[src/rtl/osc_phase_gen.sv]
// Oscillator phase generator: phase counter per note period, periodic divider start with frozen operands.
// Latency: flag/count/divider one cycle after the sampling edge; sample_valid DIV_LATENCY cycles after flag.
// Backpressure: none; the downstream divider must accept a start every SAMPLE_DIV cycles.
module osc_phase_gen #(
    parameter int unsigned SAMPLE_DIV  = 256,
    parameter int unsigned DIV_LATENCY = 12
) (
    input  logic        clk,
    input  logic        rst,
    input  logic        note_en,
    input  logic [15:0] divider_in,
    output logic        flag,
    output logic [15:0] count,
    output logic [15:0] divider,
    output logic        sample_valid,
    output logic        active
);

    typedef enum logic {
        IDLE = 1'b0,
        RUN  = 1'b1
    } state_t;

    localparam logic [15:0] TIMER_LAST = 16'(SAMPLE_DIV - 1);

    state_t      state_q, state_n;
    logic [15:0] phase_q, phase_n;
    logic [15:0] adiv_q, adiv_n;
    logic [15:0] timer_q, timer_n;
    logic        rel_q, rel_n;
    logic        div_ok;
    logic        wrap;
    logic        flag_n;
    logic [DIV_LATENCY-1:0] vld_pipe_q;

    // Next-cycle values are computed here so that flag and its operands
    // are registered and appear together in the flag cycle itself.
    always_comb begin
        state_n = state_q;
        phase_n = phase_q;
        adiv_n  = adiv_q;
        timer_n = timer_q;
        rel_n   = rel_q;
        div_ok  = (divider_in >= 16'd2);
        wrap    = (state_q == RUN) && (phase_q == adiv_q - 16'd1);

        case (state_q)
            IDLE: begin
                phase_n = 16'd0;
                timer_n = 16'd0;
                rel_n   = 1'b0;
                if (note_en && div_ok) begin
                    state_n = RUN;
                    adiv_n  = divider_in;
                end
            end
            RUN: begin
                timer_n = (timer_q == TIMER_LAST) ? 16'd0 : timer_q + 16'd1;
                rel_n   = !note_en;
                if (wrap) begin
                    phase_n = 16'd0;
                    if (div_ok) begin
                        adiv_n = divider_in;
                    end
                    if (rel_q) begin
                        state_n = IDLE;
                        rel_n   = 1'b0;
                    end
                end else begin
                    phase_n = phase_q + 16'd1;
                end
            end
            default: begin
                state_n = IDLE;
            end
        endcase

        flag_n = (state_n == RUN) && (timer_n == 16'd0);
    end

    always_ff @(posedge clk) begin
        if (rst) begin
            state_q    <= IDLE;
            phase_q    <= 16'd0;
            adiv_q     <= 16'd0;
            timer_q    <= 16'd0;
            rel_q      <= 1'b0;
            flag       <= 1'b0;
            count      <= 16'd0;
            divider    <= 16'd0;
            vld_pipe_q <= '0;
        end else begin
            state_q <= state_n;
            phase_q <= phase_n;
            adiv_q  <= adiv_n;
            timer_q <= timer_n;
            rel_q   <= rel_n;
            flag    <= flag_n;
            // Operands move only on a start so the divider sees them frozen.
            if (flag_n) begin
                count   <= phase_n;
                divider <= adiv_n;
            end else if (state_n == IDLE) begin
                count <= 16'd0;
            end
            vld_pipe_q[0] <= flag;
            for (int i = 1; i < int'(DIV_LATENCY); i++) begin
                vld_pipe_q[i] <= vld_pipe_q[i-1];
            end
        end
    end

    assign sample_valid = vld_pipe_q[DIV_LATENCY-1];
    assign active       = (state_q == RUN);

endmodule

[config.mk]
export PLATFORM = sky130hd
export DESIGN_NAME = osc_phase_gen
export DESIGN_NICKNAME = d
export VERILOG_FILES = /design/src/rtl/osc_phase_gen.sv
export SDC_FILE = /design/constraint.sdc
export NUM_CORES = 1
export LEC_CHECK = 0
export ABC_AREA = 1
export BUFFER_PORTS_ARGS = -buffer_cell sky130_fd_sc_hd__buf_2
export CORE_MARGIN = 5
export CORE_UTILIZATION = 35
export CTS_BUF_LIST = sky130_fd_sc_hd__clkbuf_2
export CTS_CLUSTER_DIAMETER = 80
export DETAILED_ROUTE_END_ITERATION = 8
export GPL_TIMING_DRIVEN = 0
export PLACE_DENSITY = 0.58
export SLEW_MARGIN = 20
export SYNTH_ARGS = -nofsm -noshare
export SYNTH_HDL_FRONTEND = slang
export SYNTH_SLANG_ARGS = --single-unit
[constraint.sdc]
create_clock -name clk -period 2.26 [get_ports clk]
set_input_delay 0.113 -clock clk [delete_from_list [all_inputs] [get_ports clk]]
set_output_delay 0.113 -clock clk [all_outputs]
set_load 0.01 [all_outputs]
==> metrics.md <==
| Metric | Value |
|---|---|
| Outcome | finished with violations |
| Failing checks | setup timing |
| Post-Route WL | ~16 mm |
| Final WS setup | -0.178 ns |
| Maximum clock rate | around 410 MHz |
| Antenna-violating nets left | 0 |
| Worst-path clk slew | about 0.31 ns |
| Worst-path cell chain | inv_4, ha_4, nand2_4, nor2_4, nand2_1, nand2_1, nand2_2, nor2_2, nand3_2, nor2_4, buf_4, buf_6, buf_6, nand2_8, nand2_4, inv_4, buf_4, nand3b_1, o21ai_1 |
| Die area | between 15000 and 20000 µm² |
| Critical Path Sink | count[13]$_SDFFE_PP0P_ |
| Clock buffer depth | 2 |
| CTS sink count | 95 |
| Crit path max-delay family | simple AND/OR/NAND/NOR gates |
| Worst-Skew Late Latency | 0.65 ns |
| Initial drt markers | 448 |
| Max-Slew Margin vs Limit | 40.0% |
| Mapped Area | slightly above 5000 µm² |
| Worst-Margin Slew | 0.900 ns |
| RR Endpoint | count[13]$_SDFFE_PP0P_ |
| Final period util | 108% |
| Largest stage delay, worst path | 0.41 ns |
| Final setup TNS | -6.08 ns |
| Slowest cell on the critical path | dfxtp_2 |
| Count of final hold-check violations | 0 |
| Max Cap Viol | 0 |
| Crit path max fanout | 5 |
| I/O pin count | 54 |
| Critical path startpoint | adiv_q[0]$_SDFF_PP0_ |
| CTS H-tree depth | 3 |
| Final Non-Filler Cells | between 1000 and 1500 |
| Worst path buffer plus inverter count | 6 |
| Synth Register Bits | 95 |
| Cells after synthesis | ~800 |
| Layout overhead on the synthesized area | 36.7% |
| First-pass GRT wire length | 25.1 mm |
| CP endpoint kind | flop |
| GRT Total Usage | a little under a fifth |
| Met1 Use GR | approximately 28% |
| Hold Path Class | in -> reg |
| Endpoints failing setup | 63 |
| Vias in the first global route | slightly below 5000 |
| Final clock skew | about 0.062 ns |
| Cell Pwr Density | 518 nW/µm² |
| Critical path depth | 19 |
| CTS tree | built |
| Net Count, Synth | between 800 and 900 |
| Post-DP HPWL | 11.3 mm |
| Fin. max-slew vios | 0 |
| Area leader, netlist | dfxtp_1 |
| Min cycle time layout | roughly 2.4 ns |
| Post-placement cell count | 1031 |
| Top cells by area, synth | dfxtp_1 37%, nand2_1 18%, nand3_1 7.6% |
| Critical Path AT | around 3.0 ns |
| Initial antenna violation count | 1 |
| Distinct cells, synth | 33 |
| Gr ovfl total | 0 |
| Mapped Avg Cell Area | 6.40 µm² |
| Busiest grt layer | met2 |
| DIE HEIGHT | between 100 and 150 µm |
| TritonCTS Buffers | 9 |
| Routed vias | 5492 |
| Core area | ~14000 µm² |
| Gp weighted congestion | 0.893 |
| Setup crit start kind | flop |
| Yosys warns | 0 |
| DRC errors left | 0 |
| R2R cell count | 19 |
| Sequential area share after synthesis | between 30% and 40% |
| WHS | between 0.2 and 0.25 ns |
| Share of layout cells above drive strength 1 | a little under 30% |
| CTS Root Buffer Type | clkbuf_2 |
| Tot Pwr | about 0.0036 W |
| Critical path required time | roughly 2.9 ns |
| First-pass iteration count of the detailed router | 5 |
| Input/output buffers | between 50 and 60 |
| Area share of the largest cell type after synthesis | 37.4% |
| Cell Rows | 44 |
| Worst r2r src | adiv_q[0]$_SDFF_PP0_ |
| RSZ-0062 raised after global routing | yes |
| Met3 Use GR | 2.80% |
| Peak VDD IR | about 0.41 mV |
| Largest net degree at the start of global routing | 19 |
| Initial Util | between 30% and 40% |
| WL per Instance | roughly 15 µm |
| Routing usage on met2 | approximately 28% |
| Final nets | 940 |
| Reg2Reg Setup Slack | -0.18 ns |
| Chip width | ~130 µm |
| DR vias/cell | ~5.0 |
| LEAKAGE | 3.22 nW |
| Pre-CTS WS | -0.719 ns |
| Crit Path Class | reg -> reg |
[logic make-up after synthesis]
kind of cell	Yosys count	synth area share, %
fa+ha+maj	3	0.737
buf+inv	134	10.3
flops	95	37.4
compound gates	62	7.13
xor+xnor	18	3.10
simple gates	483	41.4
[worst reg2reg max path: stages, from the launching register on]
cell and delay (ns):
dfxtp_2 0.41, inv_4 0.08, ha_4 0.18, nand2_4 0.08, nor2_4 0.18, nand2_1 0.07
nand2_1 0.07, nand2_2 0.06, nor2_2 0.09, nand3_2 0.09, nor2_4 0.23, buf_4 0.16
buf_6 0.08, buf_6 0.10, nand2_8 0.05, nand2_4 0.06, inv_4 0.07, buf_4 0.14
nand3b_1 0.10, o21ai_1 0.07
[cell usage after synthesis, drive strengths merged]
cell	number
inv	105
a21oi	21
nand4	35
clkinv	2
ha	3
xnor2	7
o211ai	15
a31o	1
nor3b	1
clkbuf	16
nor2	104
nor4	1
or2	6
o2111ai	1
xor2	11
nand3	78
o21ai	21
dfxtp	95
o21bai	3
nand3b	2
and2	1
nand2	242
nor3	13
buf	11
[layout by cell type (no fill, tap or decap), types with 3 or more instances in the layout]
| master | n |
|---|---|
| nand2_1 | 201 |
| inv_1 | 97 |
| dfxtp_1 | 80 |
| nor2_1 | 79 |
| buf_2 | 54 |
| nand3_1 | 46 |
| nand4_1 | 35 |
| nand2_2 | 28 |
| nand3_2 | 25 |
| buf_4 | 25 |
| dlygate4sd3_1 | 20 |
| buf_6 | 17 |
| o211ai_1 | 15 |
| nor2_4 | 13 |
| a21oi_2 | 13 |
| clkbuf_1 | 12 |
| nor2_2 | 12 |
| o21ai_1 | 12 |
| clkbuf_2 | 11 |
| nand2_4 | 11 |
| dfxtp_2 | 11 |
| xor2_1 | 10 |
| nor3_1 | 9 |
| o21ai_0 | 9 |
| a21oi_1 | 8 |
| xnor2_1 | 7 |
| nand3_4 | 7 |
| inv_2 | 6 |
| or2_2 | 5 |
| dfxtp_4 | 4 |
| buf_1 | 3 |
| clkinv_1 | 3 |
| nor3_4 | 3 |
| o21bai_1 | 3 |
| buf_8 | 3 |
| clkinv_4 | 3 |
[where the power goes]
| part | switching [W] | internal (W) |
|---|---|---|
| Combinational | 0.000584 | 0.000384 |
| Sequential | 0.0000577 | 0.00175 |
| Clock | 0.000660 | 0.000171 |
| Total | 0.00130 | 0.00230 |
[stage by stage]
step	area [µm²]	util [%]
finish	6960	48.3
global route	6960	48.3
CTS	6400	44.4
detailed placement	5580	38.7
global placement	5580	38.7
floorplan	5090	-
[layer usage]
layer / wire length, µm / part of all wire, %
met5: 0 / 0
met4: 282 / 1.7
met3: 871 / 5.4
met2: 7090 / 44
met1: 8000 / 49
[worst min path at each step]
| stage | end | start | depth (start not counted) | slack [ns] |
|---|---|---|---|---|
| 2_1_floorplan | rel_q$_SDFF_PP0_ | note_en | 3 | 0.27 |
| 3_3_place_gp | vld_pipe_q[9]$_SDFF_PP0_ | vld_pipe_q[8]$_SDFF_PP0_ | 2 | 0.39 |
| 3_5_place_dp | vld_pipe_q[8]$_SDFF_PP0_ | vld_pipe_q[7]$_SDFF_PP0_ | 2 | 0.39 |
| 4_1_cts | active$_SDFF_PP0_ | rst | 3 | -0.22 |
| 5_1_grt | rel_q$_SDFF_PP0_ | note_en | 5 | 0.28 |
| 6_report | rel_q$_SDFF_PP0_ | note_en | 5 | 0.25 |
[state kept, by name, indices dropped and copies added, names as in the netlist]
register and count:
rel_q 1, vld_pipe_q 12, divider 16, active 1
flag 1, count 16, phase_q 16, timer_q 16
adiv_q 16
[layout make-up]
type | count | area [µm²]
well taps | 184 | 230
clock buffers | 9 | 45.0
diodes | 1 | 2.50
repair buffers | 112 | 846
fillers | 1466 | 7460
flip-flops and latches | 95 | 1930
multi-input cells | 566 | 3260
plain buffers | 27 | 170
clock inverters | 7 | 66.3
inverters | 107 | 407
[repair_timing]
item | 4_1_cts | 5_1_grt
cloned | 2 | 3
hold endpoints to repair | 50 | 15
gates resized for setup | 94 | 116
setup endpoints to repair | 65 | 57
pin swaps | 28 | 39
hold buffers | 19 | 1
buffers inserted | 21 | 14
Power figures use the tool's default switching activity.
